### src/rtl/deskew_ctrl.sv
// deskew_ctrl: measures per-lane alignment-marker arrival and loads equalising FIFO delays.
// Optional DESKEW_ERR_CNT_EN adds a saturating count of deskew-error pulses.
module deskew_ctrl #(
  parameter int N_LANES  = 20,
  parameter int MAX_SKEW = 16,
  parameter int NB_DELAY = $clog2(MAX_SKEW),
  parameter int NB_ERR   = 8
) (
  input  logic                         i_clock,
  input  logic                         i_reset,
  input  logic                         i_enable,
  input  logic                         i_resync,
  input  logic [N_LANES-1:0]           i_am_lock,
  input  logic [N_LANES-1:0]           i_start_of_lane,
  output logic [N_LANES*NB_DELAY-1:0]  o_lane_delay,
  output logic                         o_set_fifo_delay,
  output logic                         o_align_status,
  output logic                         o_valid_skew,
  output logic                         o_deskew_error,
  output logic [NB_ERR-1:0]            o_error_count
);
  localparam logic [3:0] WAIT_LOCK  = 4'b0001;
  localparam logic [3:0] WAIT_FIRST = 4'b0010;
  localparam logic [3:0] COUNT      = 4'b0100;
  localparam logic [3:0] DONE       = 4'b1000;
  logic [3:0] state_q, state_d;
  logic [N_LANES-1:0] seen_q, seen_d, new_lanes;
  logic [NB_DELAY-1:0] cnt_q, cnt_d, skew;
  logic [NB_DELAY-1:0] arr_q [N_LANES];
  logic [NB_DELAY-1:0] arr_d [N_LANES];
  logic [N_LANES*NB_DELAY-1:0] delay_q, delay_d;
  logic set_q, set_d, align_q, align_d, valid_q, valid_d, err_q, err_d, done;
  assign new_lanes = i_start_of_lane & ~seen_q;
  always_comb begin
    state_d = state_q;
    seen_d  = seen_q;
    cnt_d   = cnt_q;
    arr_d   = arr_q;
    delay_d = delay_q;
    align_d = align_q;
    valid_d = valid_q;
    set_d   = 1'b0;
    err_d   = 1'b0;
    done    = 1'b0;
    skew    = '0;
    if (i_resync || (i_enable && !(&i_am_lock))) begin
      state_d = WAIT_LOCK;
      seen_d  = '0;
      cnt_d   = '0;
      align_d = 1'b0;
      valid_d = 1'b0;
    end else if (i_enable) begin
      case (state_q)
        WAIT_LOCK: state_d = WAIT_FIRST;
        WAIT_FIRST: if (|i_start_of_lane) begin
          seen_d = i_start_of_lane;
          cnt_d  = NB_DELAY'(1);
          for (int i = 0; i < N_LANES; i++) if (i_start_of_lane[i]) arr_d[i] = '0;
          state_d = COUNT;
          done    = &i_start_of_lane;
        end
        COUNT: begin
          seen_d = seen_q | new_lanes;
          for (int i = 0; i < N_LANES; i++) if (new_lanes[i]) arr_d[i] = cnt_q;
          if (&(seen_q | new_lanes)) begin
            done = 1'b1;
            skew = cnt_q;
          end else if (cnt_q == NB_DELAY'(MAX_SKEW - 1)) begin
            err_d   = 1'b1;
            seen_d  = '0;
            cnt_d   = '0;
            valid_d = 1'b0;
            state_d = WAIT_FIRST;
          end else cnt_d = cnt_q + NB_DELAY'(1);
        end
        DONE: ;
        default: state_d = WAIT_LOCK;
      endcase
      // arrival never exceeds skew, so the subtraction cannot underflow
      if (done) begin
        state_d = DONE;
        set_d   = 1'b1;
        align_d = 1'b1;
        valid_d = 1'b1;
        for (int i = 0; i < N_LANES; i++) delay_d[i*NB_DELAY +: NB_DELAY] = skew - arr_d[i];
      end
    end
  end
  always_ff @(posedge i_clock) begin
    if (i_reset) begin
      state_q <= WAIT_LOCK;
      seen_q  <= '0;
      cnt_q   <= '0;
      arr_q   <= '{default: '0};
      delay_q <= '0;
      set_q   <= 1'b0;
      align_q <= 1'b0;
      valid_q <= 1'b0;
      err_q   <= 1'b0;
    end else begin
      state_q <= state_d;
      seen_q  <= seen_d;
      cnt_q   <= cnt_d;
      arr_q   <= arr_d;
      delay_q <= delay_d;
      set_q   <= set_d;
      align_q <= align_d;
      valid_q <= valid_d;
      err_q   <= err_d;
    end
  end
`ifdef DESKEW_ERR_CNT_EN
  logic [NB_ERR-1:0] err_cnt_q;
  always_ff @(posedge i_clock) begin
    if (i_reset) err_cnt_q <= '0;
    else if (err_d && !(&err_cnt_q)) err_cnt_q <= err_cnt_q + NB_ERR'(1);
  end
  assign o_error_count = err_cnt_q;
`else
  assign o_error_count = '0;
`endif
  assign o_lane_delay     = delay_q;
  assign o_set_fifo_delay = set_q;
  assign o_align_status   = align_q;
  assign o_valid_skew     = valid_q;
  assign o_deskew_error   = err_q;
endmodule

### config.mk
export PLATFORM = sky130hd
export DESIGN_NAME = deskew_ctrl
export DESIGN_NICKNAME = d
export VERILOG_FILES = /design/src/rtl/deskew_ctrl.sv
export SDC_FILE = /design/constraint.sdc
export NUM_CORES = 1
export LEC_CHECK = 0
export CORE_AREA = 4 4 231 176
export CTS_CLUSTER_DIAMETER = 60
export CTS_CLUSTER_SIZE = 12
export DETAILED_ROUTE_END_ITERATION = 10
export DIE_AREA = 0 0 235 180
export PLACE_DENSITY = 0.6
export SLEW_MARGIN = 20
export SYNTH_ARGS = -nofsm -noshare
export SYNTH_HDL_FRONTEND = slang
export SYNTH_SLANG_ARGS = --single-unit
### constraint.sdc
create_clock -name i_clock -period 5 [get_ports i_clock]
set_clock_uncertainty 0.2 [all_clocks]
set_input_delay 1 -clock i_clock [delete_from_list [all_inputs] [get_ports i_clock]]
set_output_delay 1 -clock i_clock [all_outputs]
set_load 0.005 [all_outputs]
==> results_tabular.tex, run 1 <==
\begin{tabular}{lr}
\hline
Metric & Value \\
\hline
\multicolumn{2}{l}{\textbf{Drt}} \\
\quad Routed vias/inst & 5.40 \\
\quad Post-detailed-routing wire length & 38.1 mm \\
\quad Violation count after the first detailed-route iteration & 1046 \\
\quad Total vias in the final route & 10653 \\
\quad DR DRC count & 0 \\
\quad Post-detailed-route wirelength per cell & 19.3 um \\
\quad Remaining antenna violation count after routing & 0 \\
\quad Drt first pass iters & 5 \\
\multicolumn{2}{l}{\textbf{STA}} \\
\quad Setup repair after global routing missed its margin & no \\
\quad Slew at the pin with the worst max-slew slack & 0.983 ns \\
\quad TNS Setup & 0 ns \\
\quad Final cycle utilization of the critical path & 86.9\% \\
\quad Worst hold-check slack & 0.257 ns \\
\quad Pins over their slew limit & 0 \\
\quad Worst slew margin & 34.1\% \\
\quad Fmax & 0.230 GHz \\
\quad Final setup violation count & 0 \\
\quad Number of hold-slack violations in the final timing report & 0 \\
\quad Post-layout min period & 4.34 ns \\
\multicolumn{2}{l}{\textbf{Worst setup path}} \\
\quad List of cells traversed by the critical path & clkdlybuf4s50\_1 > nor4\_1 > nand4b\_1 > o221ai\_1 > a21oi\_1 > ha\_1 > nor2b\_1 > a221oi\_1 > xnor2\_1 > xnor2\_1 > a211oi\_1 \\
\quad Worst Setup EP & o\_lane\_delay[19] \\
\quad Cell repeated most along the worst path & sky130\_fd\_sc\_hd\_\_xnor2\_1 \\
\quad Endpoint of the worst register-to-register path & o\_lane\_delay[19] \\
\quad Beginning of the critical path & i\_start\_of\_lane[2] \\
\quad Worst stage delay on the critical path & 0.60 ns \\
\quad Critical-path maximum fanout & 8 \\
\quad Slowest CP cell & sky130\_fd\_sc\_hd\_\_clkdlybuf4s50\_1 \\
\quad Critical register-to-register path startpoint & state\_q[1] \\
\quad Crit Path Class & primary input to register \\
\quad Critical path startpoint category & primary input \\
\quad Arrival time at the worst endpoint & 4.51 ns \\
\quad Logic depth of the worst register-to-register path & 10 \\
\quad Register-to-register path setup slack & 1.25 ns \\
\quad Setup crit end kind & register \\
\quad Data required time at the worst endpoint & 5.17 ns \\
\multicolumn{2}{l}{\textbf{Clock tree}} \\
\quad Hold buffers post-CTS & 0 \\
\quad CTS tree & done \\
\quad Buffer type at the clock tree root & sky130\_fd\_sc\_hd\_\_clkbuf\_16 \\
\quad Number of sinks handled by clock tree synthesis & 192 \\
\quad Latest clock arrival within the worst-skew pair & 0.46 ns \\
\quad Post-cts gate resize count & 0 \\
\quad Inserted Clock Buffers & 17 \\
\quad Buffers inserted by post-CTS timing repair & 0 \\
\quad Clock Pin Slew Worst Setup and Hold Paths & 0.07 ns \\
\quad Longest Clk Path Bufs & 2 \\
\quad H-tree levels & 4 \\
\multicolumn{2}{l}{\textbf{Floorplanning}} \\
\quad Die area & 0.0423 mm\^{}2 \\
\quad Initial cell density of the core & 29.9\% \\
\quad Rows & 62 \\
\quad Chip height & 180 um \\
\quad Area of the core & 0.0382 mm\^{}2 \\
\quad Die Span X & 235 um \\
\quad Boundary Pins & 136 \\
\multicolumn{2}{l}{\textbf{Outcome}} \\
\quad Outcome & complete, no violations \\
\multicolumn{2}{l}{\textbf{Global routing}} \\
\quad Overall Global Routing Usage & 17.6\% \\
\quad Global-route wire length before repair & 59.4 mm \\
\quad Number of global-route vias before repair & 10076 \\
\quad Number of antenna violations at the first check in global routing & 2 \\
\quad GRT overflow & 0 \\
\quad Maximum number of pins on one net before global-route repair & 77 \\
\multicolumn{2}{l}{\textbf{Placement}} \\
\quad PortBufs & 127 \\
\quad HPWL reported at the end of detailed placement & 26.4 mm \\
\quad Global placement routability congestion & 0.900 \\
\quad Placed cells & 1942 \\
\multicolumn{2}{l}{\textbf{Synthesis}} \\
\quad Most used DFF post-synth & sky130\_fd\_sc\_hd\_\_dfxtp\_1 \\
\quad Mean instance size in the synthesized netlist & 8.30 um\^{}2 \\
\quad Share of synthesized registers carrying an async set or reset & 0\% \\
\quad Number of enable-type register cells in the synthesized netlist & 0 \\
\quad Number of warnings reported in the yosys synthesis log & 0 \\
\quad Post-synthesis cell count & 1376 \\
\quad Sequential share of the synthesized area & 33.7\% \\
\quad Netlist Area Pre-Place & 0.0114 mm\^{}2 \\
\quad Unique masters post-synth & 57 \\
\quad Number of synthesized register bits & 192 \\
\multicolumn{2}{l}{\textbf{Job}} \\
\quad MaxCap Viol Count & 0 \\
\multicolumn{2}{l}{\textbf{Finish}} \\
\quad Fraction of final layout cells sized beyond drive strength 1 & 7.18\% \\
\quad Area growth from synthesis to layout & 20.5\% \\
\quad Net count reported at finish & 1574 \\
\quad Finished Layout Cells & 1974 \\
\quad Antenna diode count & 0 \\
\multicolumn{2}{l}{\textbf{Worst hold path}} \\
\quad Worst hold path type & register to register \\
\quad Worst hold path startpoint & arr\_q[73] \\
\multicolumn{2}{l}{\textbf{Pwr}} \\
\quad Cell leakage power & 4.50 nW \\
\quad IR drop worst, VDD & 0.000245 V \\
\quad Power density cells & 221 mW/mm\^{}2 \\
\hline
\end{tabular}
kinds of logic (layout without fill, tap and decap cells):
family                   Yosys count  in the layout  synth area share (%)
flip-flops                       192            192                  33.7
other                              1              8                0.0328
AND/OR/NAND/NOR                  355            355                  14.8
XOR/XNOR                          60             60                  4.80
multiplexers                      28             28                  2.45
adder cells (fa/ha/maj)           81             81                  10.2
buffers and inverters            151            230                  5.96
AO/OA/AOI/OAI                    508            508                  28.1
layer usage:
| layer | global-route usage, % | wire length, um |
|---|---|---|
| met5 | 0 | 13 |
| met4 | 4.30 | 675 |
| met3 | 4.61 | 3080 |
| met2 | 26.9 | 16800 |
| met1 | 24.9 | 17600 |
metrics by stage:
stage	power (mW)	cell area [um^2]	setup slack, ns	util (%)
after floorplan	1.63	11400	0.984	-
after CTS	3.06	13800	0.740	36.0
after global routing	3.16	13800	0.527	36.0
after detailed placement	1.69	13200	0.289	34.5
final	3.04	13800	0.655	36.0
after global placement	1.69	13200	0.398	34.5
synth_stat cells (2+ instances only):
cell | number | area (um^2)
sky130_fd_sc_hd__and3_1 | 2 | 12.5
sky130_fd_sc_hd__nor4_1 | 5 | 31.3
sky130_fd_sc_hd__nand3_1 | 35 | 175
sky130_fd_sc_hd__ha_1 | 61 | 763
sky130_fd_sc_hd__a211oi_2 | 4 | 50.1
sky130_fd_sc_hd__nor2b_1 | 27 | 169
sky130_fd_sc_hd__a211oi_1 | 100 | 751
sky130_fd_sc_hd__fa_1 | 20 | 400
sky130_fd_sc_hd__nand3b_1 | 10 | 75.1
sky130_fd_sc_hd__o221ai_1 | 5 | 43.8
sky130_fd_sc_hd__o221a_2 | 2 | 22.5
sky130_fd_sc_hd__a21oi_1 | 175 | 876
sky130_fd_sc_hd__xor2_1 | 6 | 52.6
sky130_fd_sc_hd__and4_1 | 3 | 26.3
sky130_fd_sc_hd__o21ai_0 | 89 | 445
sky130_fd_sc_hd__or4b_1 | 2 | 20.0
sky130_fd_sc_hd__inv_1 | 26 | 97.6
sky130_fd_sc_hd__clkbuf_1 | 74 | 278
sky130_fd_sc_hd__a21oi_2 | 3 | 26.3
sky130_fd_sc_hd__nor4b_4 | 2 | 47.6
sky130_fd_sc_hd__xnor2_1 | 51 | 447
sky130_fd_sc_hd__a22oi_1 | 66 | 495
sky130_fd_sc_hd__a21o_1 | 23 | 173
sky130_fd_sc_hd__mux2i_1 | 28 | 280
sky130_fd_sc_hd__xnor2_2 | 3 | 48.8
sky130_fd_sc_hd__a221oi_1 | 10 | 87.6
sky130_fd_sc_hd__or4_1 | 3 | 22.5
sky130_fd_sc_hd__o22ai_1 | 10 | 62.6
sky130_fd_sc_hd__clkbuf_2 | 2 | 10.0
sky130_fd_sc_hd__buf_4 | 10 | 75.1
sky130_fd_sc_hd__nor3_1 | 9 | 45.0
sky130_fd_sc_hd__nand2b_1 | 7 | 43.8
sky130_fd_sc_hd__o21ai_1 | 2 | 10.0
sky130_fd_sc_hd__nor2_1 | 137 | 514
sky130_fd_sc_hd__o21a_1 | 2 | 15.0
sky130_fd_sc_hd__dfxtp_1 | 192 | 3840
sky130_fd_sc_hd__buf_6 | 4 | 45.0
sky130_fd_sc_hd__nand2_2 | 3 | 18.8
sky130_fd_sc_hd__a22o_1 | 8 | 70.1
sky130_fd_sc_hd__buf_2 | 35 | 175
sky130_fd_sc_hd__nand2_1 | 88 | 330
sky130_fd_sc_hd__and2_1 | 3 | 18.8
sky130_fd_sc_hd__nand4_1 | 14 | 87.6
sky130_fd_sc_hd__o21ai_2 | 2 | 17.5
layout make-up:
type                       instances  area (um^2)
timing repair buffer             172         1670
fill                            3933        24500
inverter                          26         97.6
multi-input combinational       1040         6950
clock inverter                    11          115
tap                              512          641
clock buffer                      21          450
sequential                       192         3840
cell usage in the layout (no fill, tap or decap), drive strengths merged, types with 3 or more instances in the layout:
cell           count
and4               3
a22oi             66
a22o               8
xor2               6
nand2b             7
a21o              23
nor3              10
nand3b            10
ha                61
conb               8
clkdlybuf4s50    126
or4                3
a211oi           104
o22ai             10
and2               3
inv               26
dfxtp            192
nand2             91
o21ai             93
nor2b             27
nand3             35
clkbuf            21
clkinv             8
buf               46
nor4               6
nand4             14
xnor2             54
nor2             137
o221ai             5
mux2i             28
a221oi            10
a21oi            178
fa                20
sequential cells by signal (all words and copies together), names as in the netlist:
signal            count
o_set_fifo_delay      1
o_lane_delay         80
o_align_status        1
state_q               4
cnt_q                 4
arr_q                80
o_valid_skew          1
o_deskew_error        1
seen_q               20
where the power goes:
| part | internal (mW) | switching (mW) |
|---|---|---|
| sequential | 1.53 | 0.00151 |
| combinational | 0.0533 | 0.0767 |
| clock | 0.746 | 0.634 |
worst max-delay path, delay by kind of cell:
family | cells | cell delay [ns]
AO/OA/AOI/OAI | 4 | 1.31
AND/OR/NAND/NOR | 3 | 0.96
buffers and inverters | 1 | 0.60
adder cells (fa/ha/maj) | 1 | 0.36
XOR/XNOR | 2 | 0.27
worst min-delay path by stage:
stage / depth (start not counted) / slack (ns) / end
after global placement: 1 / 0.24 / o_align_status
after detailed placement: 1 / 0.24 / o_align_status
after CTS: 2 / 0.26 / arr_q[74]
after global routing: 2 / 0.29 / arr_q[72]
after floorplan: 2 / 0.23 / arr_q[73]
final: 2 / 0.26 / arr_q[73]
Power figures use the tool's default switching activity.
==> inputs of run 2 (changes only) <==
--- a/config.mk
+++ b/config.mk
@@ -5,11 +5,11 @@
 export SDC_FILE = /design/constraint.sdc
 export NUM_CORES = 1
 export LEC_CHECK = 0
-export CORE_AREA = 4 4 231 176
+export CORE_AREA = 4 4 201 203
 export CTS_CLUSTER_DIAMETER = 60
 export CTS_CLUSTER_SIZE = 12
 export DETAILED_ROUTE_END_ITERATION = 10
-export DIE_AREA = 0 0 235 180
+export DIE_AREA = 0 0 205 207
 export PLACE_DENSITY = 0.6
 export SLEW_MARGIN = 20
 export SYNTH_ARGS = -nofsm -noshare
==> results_tabular.tex, run 2 (synthesis results as in run 1) <==
\begin{tabular}{lr}
\hline
Metric & Value \\
\hline
\multicolumn{2}{l}{\textbf{Finish}} \\
\quad Commonest cells after routing, fill and taps aside & 192 x sky130\_fd\_sc\_hd\_\_dfxtp\_1, 175 x sky130\_fd\_sc\_hd\_\_a21oi\_1, 137 x sky130\_fd\_sc\_hd\_\_nor2\_1, 126 x sky130\_fd\_sc\_hd\_\_clkdlybuf4s50\_1, 100 x sky130\_fd\_sc\_hd\_\_a211oi\_1 (was 191 x sky130\_fd\_sc\_hd\_\_dfxtp\_1, 175 x sky130\_fd\_sc\_hd\_\_a21oi\_1, 137 x sky130\_fd\_sc\_hd\_\_nor2\_1, 126 x sky130\_fd\_sc\_hd\_\_clkdlybuf4s50\_1, 100 x sky130\_fd\_sc\_hd\_\_a211oi\_1) \\
\quad Most common cell after layout, fill and taps aside & sky130\_fd\_sc\_hd\_\_dfxtp\_1 (unchanged) \\
\quad Fraction of final layout cells sized beyond drive strength 1 & 6.80\% (was 7.18\%) \\
\quad Fill count & 3990 (was 3933) \\
\quad Net count reported at finish & 1568 (was 1574) \\
\quad Area growth from synthesis to layout & 20.2\% (was 20.5\%) \\
\multicolumn{2}{l}{\textbf{STA}} \\
\quad Final setup violation count & 0 (unchanged) \\
\quad Final WS setup & 0.758 ns (was 0.655 ns) \\
\quad TNS Setup & 0 ns (unchanged) \\
\quad Setup repair after global routing missed its margin & no (unchanged) \\
\quad Number of hold-slack violations in the final timing report & 0 (unchanged) \\
\quad Post-layout min period & 4.24 ns (was 4.34 ns) \\
\quad Fmax & 0.236 GHz (was 0.230 GHz) \\
\quad Worst slew margin & 25.8\% (was 34.1\%) \\
\quad Pins over their slew limit & 0 (unchanged) \\
\quad Slew at the pin with the worst max-slew slack & 1.11 ns (was 0.983 ns) \\
\quad Worst hold-check slack & 0.257 ns (about the same) \\
\quad Final cycle utilization of the critical path & 84.8\% (was 86.9\%) \\
\multicolumn{2}{l}{\textbf{Floorplanning}} \\
\quad Boundary Pins & 136 (unchanged) \\
\quad Area of the core & 0.0385 mm\^{}2 (was 0.0382 mm\^{}2) \\
\quad Initial cell density of the core & 29.7\% (was 29.9\%) \\
\quad Chip height & 207 um (was 180 um) \\
\quad Die Span X & 205 um (was 235 um) \\
\quad Rows & 72 (was 62) \\
\quad Die area & 0.0424 mm\^{}2 (was 0.0423 mm\^{}2) \\
\multicolumn{2}{l}{\textbf{Drt}} \\
\quad Drt first pass iters & 5 (unchanged) \\
\quad Violation count after the first detailed-route iteration & 896 (was 1046) \\
\quad Post-detailed-route wirelength per cell & 19.6 um (was 19.3 um) \\
\quad Post-detailed-routing wire length & 38.8 mm (was 38.1 mm) \\
\quad Routed vias/inst & 5.41 (was 5.40) \\
\quad Total vias in the final route & 10693 (was 10653) \\
\quad DR DRC count & 0 (unchanged) \\
\quad Remaining antenna violation count after routing & 0 (unchanged) \\
\multicolumn{2}{l}{\textbf{Clock tree}} \\
\quad Clock Pin Slew Worst Setup and Hold Paths & 0.07 ns (about the same) \\
\quad H-tree levels & 4 (unchanged) \\
\quad Longest Clk Path Bufs & 2 (unchanged) \\
\quad Inserted Clock Buffers & 17 (unchanged) \\
\quad Buffer type at the clock tree root & sky130\_fd\_sc\_hd\_\_clkbuf\_16 (unchanged) \\
\quad Number of sinks handled by clock tree synthesis & 192 (unchanged) \\
\quad Latest clock arrival within the worst-skew pair & 0.45 ns (was 0.46 ns) \\
\quad CTS tree & done (unchanged) \\
\quad Buffers inserted by post-CTS timing repair & 0 (unchanged) \\
\quad Hold buffers post-CTS & 0 (unchanged) \\
\quad Post-cts gate resize count & 0 (unchanged) \\
\multicolumn{2}{l}{\textbf{Placement}} \\
\quad HPWL reported at the end of detailed placement & 26.2 mm (was 26.4 mm) \\
\quad PortBufs & 127 (unchanged) \\
\quad Global placement routability congestion & 0.873 (was 0.900) \\
\quad Pre-CTS setup slack & 0.367 ns (was 0.289 ns) \\
\multicolumn{2}{l}{\textbf{Worst setup path}} \\
\quad Slowest CP cell & sky130\_fd\_sc\_hd\_\_o221ai\_1 (was sky130\_fd\_sc\_hd\_\_clkdlybuf4s50\_1) \\
\quad Critical-path maximum fanout & 7 (was 8) \\
\quad Crit Path Class & primary input to register (unchanged) \\
\quad Logic depth of the worst register-to-register path & 10 (unchanged) \\
\quad List of cells traversed by the critical path & clkdlybuf4s50\_1 > buf\_4 > nor4\_1 > nand4b\_1 > o221ai\_1 > a21oi\_1 > ha\_1 > nor2b\_1 > a221oi\_1 > xnor2\_1 > xnor2\_1 > a211oi\_1 (was clkdlybuf4s50\_1 > nor4\_1 > nand4b\_1 > o221ai\_1 > a21oi\_1 > ha\_1 > nor2b\_1 > a221oi\_1 > xnor2\_1 > xnor2\_1 > a211oi\_1) \\
\quad Arrival time at the worst endpoint & 4.38 ns (was 4.51 ns) \\
\quad Data required time at the worst endpoint & 5.14 ns (was 5.17 ns) \\
\quad Setup crit end kind & register (unchanged) \\
\quad Critical path startpoint category & primary input (unchanged) \\
\quad Endpoint of the worst register-to-register path & o\_lane\_delay[19] (unchanged) \\
\quad Register-to-register path setup slack & 1.09 ns (was 1.25 ns) \\
\quad Cell repeated most along the worst path & sky130\_fd\_sc\_hd\_\_xnor2\_1 (unchanged) \\
\quad Worst stage delay on the critical path & 0.58 ns (was 0.60 ns) \\
\quad Combined buffer and inverter count along the critical path & 2 (was 1) \\
\quad Cell family with most CP delay & compound AO/OA/AOI/OAI gates (unchanged) \\
\quad Critical register-to-register path startpoint & state\_q[1] (unchanged) \\
\multicolumn{2}{l}{\textbf{Global routing}} \\
\quad Met3 track demand over resource & 3.05\% (was 4.61\%) \\
\quad M2 GR Usage & 29.6\% (was 26.9\%) \\
\quad Number of global-route vias before repair & 10714 (was 10076) \\
\quad GRT overflow & 0 (unchanged) \\
\quad Maximum number of pins on one net before global-route repair & 87 (was 77) \\
\quad GR Layer Usage met1 & 23.5\% (was 24.9\%) \\
\quad Busiest grt layer & met2 (unchanged) \\
\quad Global-route wire length before repair & 61.1 mm (was 59.4 mm) \\
\quad Number of antenna violations at the first check in global routing & 2 (unchanged) \\
\quad Overall Global Routing Usage & 18.0\% (was 17.6\%) \\
\multicolumn{2}{l}{\textbf{Worst hold path}} \\
\quad End point of the most critical hold path & arr\_q[72] (was arr\_q[73]) \\
\quad Hold Path Cell Cnt & 2 (unchanged) \\
\quad Worst hold path startpoint & arr\_q[72] (was arr\_q[73]) \\
\quad Worst hold path type & register to register (unchanged) \\
\multicolumn{2}{l}{\textbf{Outcome}} \\
\quad Outcome & complete, no violations (unchanged) \\
\multicolumn{2}{l}{\textbf{Pwr}} \\
\quad Cell leakage power & 4.46 nW (was 4.50 nW) \\
\quad IR drop worst, VDD & 0.000248 V (was 0.000245 V) \\
\quad Power density cells & 221 mW/mm\^{}2 (about the same) \\
\multicolumn{2}{l}{\textbf{Job}} \\
\quad MaxCap Viol Count & 0 (unchanged) \\
\hline
\end{tabular}
[run 2: where the power goes]
part | switching, mW | internal (mW)
Clock | 0.676 | 0.701
Combinational | 0.0753 | 0.0522
Sequential | 0.00157 | 1.53
[run 2: worst max-delay path by stage]
stage,startpoint,to,slack [ns],cells after the start
after floorplan,i_start_of_lane[5],o_lane_delay[10],0.98,11
after global placement,i_start_of_lane[9],o_lane_delay[51],0.40,13
after detailed placement,i_start_of_lane[9],o_lane_delay[27],0.37,13
after CTS,i_start_of_lane[9],o_lane_delay[11],0.83,12
after global routing,i_start_of_lane[9],o_lane_delay[35],0.52,13
final,i_start_of_lane[2],o_lane_delay[19],0.76,12
[run 2: cell type report]
type / instances / area [um^2] / area share [%]
Inverter: 26 / 97.6 / 0.711
Clock inverter: 13 / 131 / 0.957
Clock buffer: 19 / 433 / 3.15
Timing Repair Buffer: 166 / 1620 / 11.8
Multi-Input combinational cell: 1040 / 6950 / 50.6
Tap cell: 518 / 648 / 4.72
Sequential cell: 192 / 3840 / 28.0
Antenna cell: 1 / 2.50 / 0.0182
[run 2: through the flow]
step / cell area, um^2 / cells / util, % / total power [mW]
2_1_floorplan: 11400 / 1383 / - / 1.63
3_3_place_gp: 13200 / 1942 / 34.2 / 1.69
3_5_place_dp: 13200 / 1942 / 34.2 / 1.69
4_1_cts: 13700 / 1974 / 35.7 / 3.06
5_1_grt: 13700 / 1975 / 35.7 / 3.13
6_report: 13700 / 1975 / 35.7 / 3.03
[run 2: per-layer routing]
layer  part of all wire (%)  routed length [um]
met2                     47               18200
met4                    3.8                1480
met3                    5.7                2190
met1                     44               16900
met5                  0.036                  14
[run 2: worst register-to-register path, stage by stage (launching register included)]
cell	delay, ns
sky130_fd_sc_hd__dfxtp_1	0.53
sky130_fd_sc_hd__or4b_1	0.80
sky130_fd_sc_hd__nand2_2	0.41
sky130_fd_sc_hd__o221ai_1	0.36
sky130_fd_sc_hd__a21oi_1	0.25
sky130_fd_sc_hd__ha_1	0.28
sky130_fd_sc_hd__nor2b_1	0.14
sky130_fd_sc_hd__a221oi_1	0.30
sky130_fd_sc_hd__xnor2_1	0.12
sky130_fd_sc_hd__xnor2_1	0.14
sky130_fd_sc_hd__a211oi_1	0.26
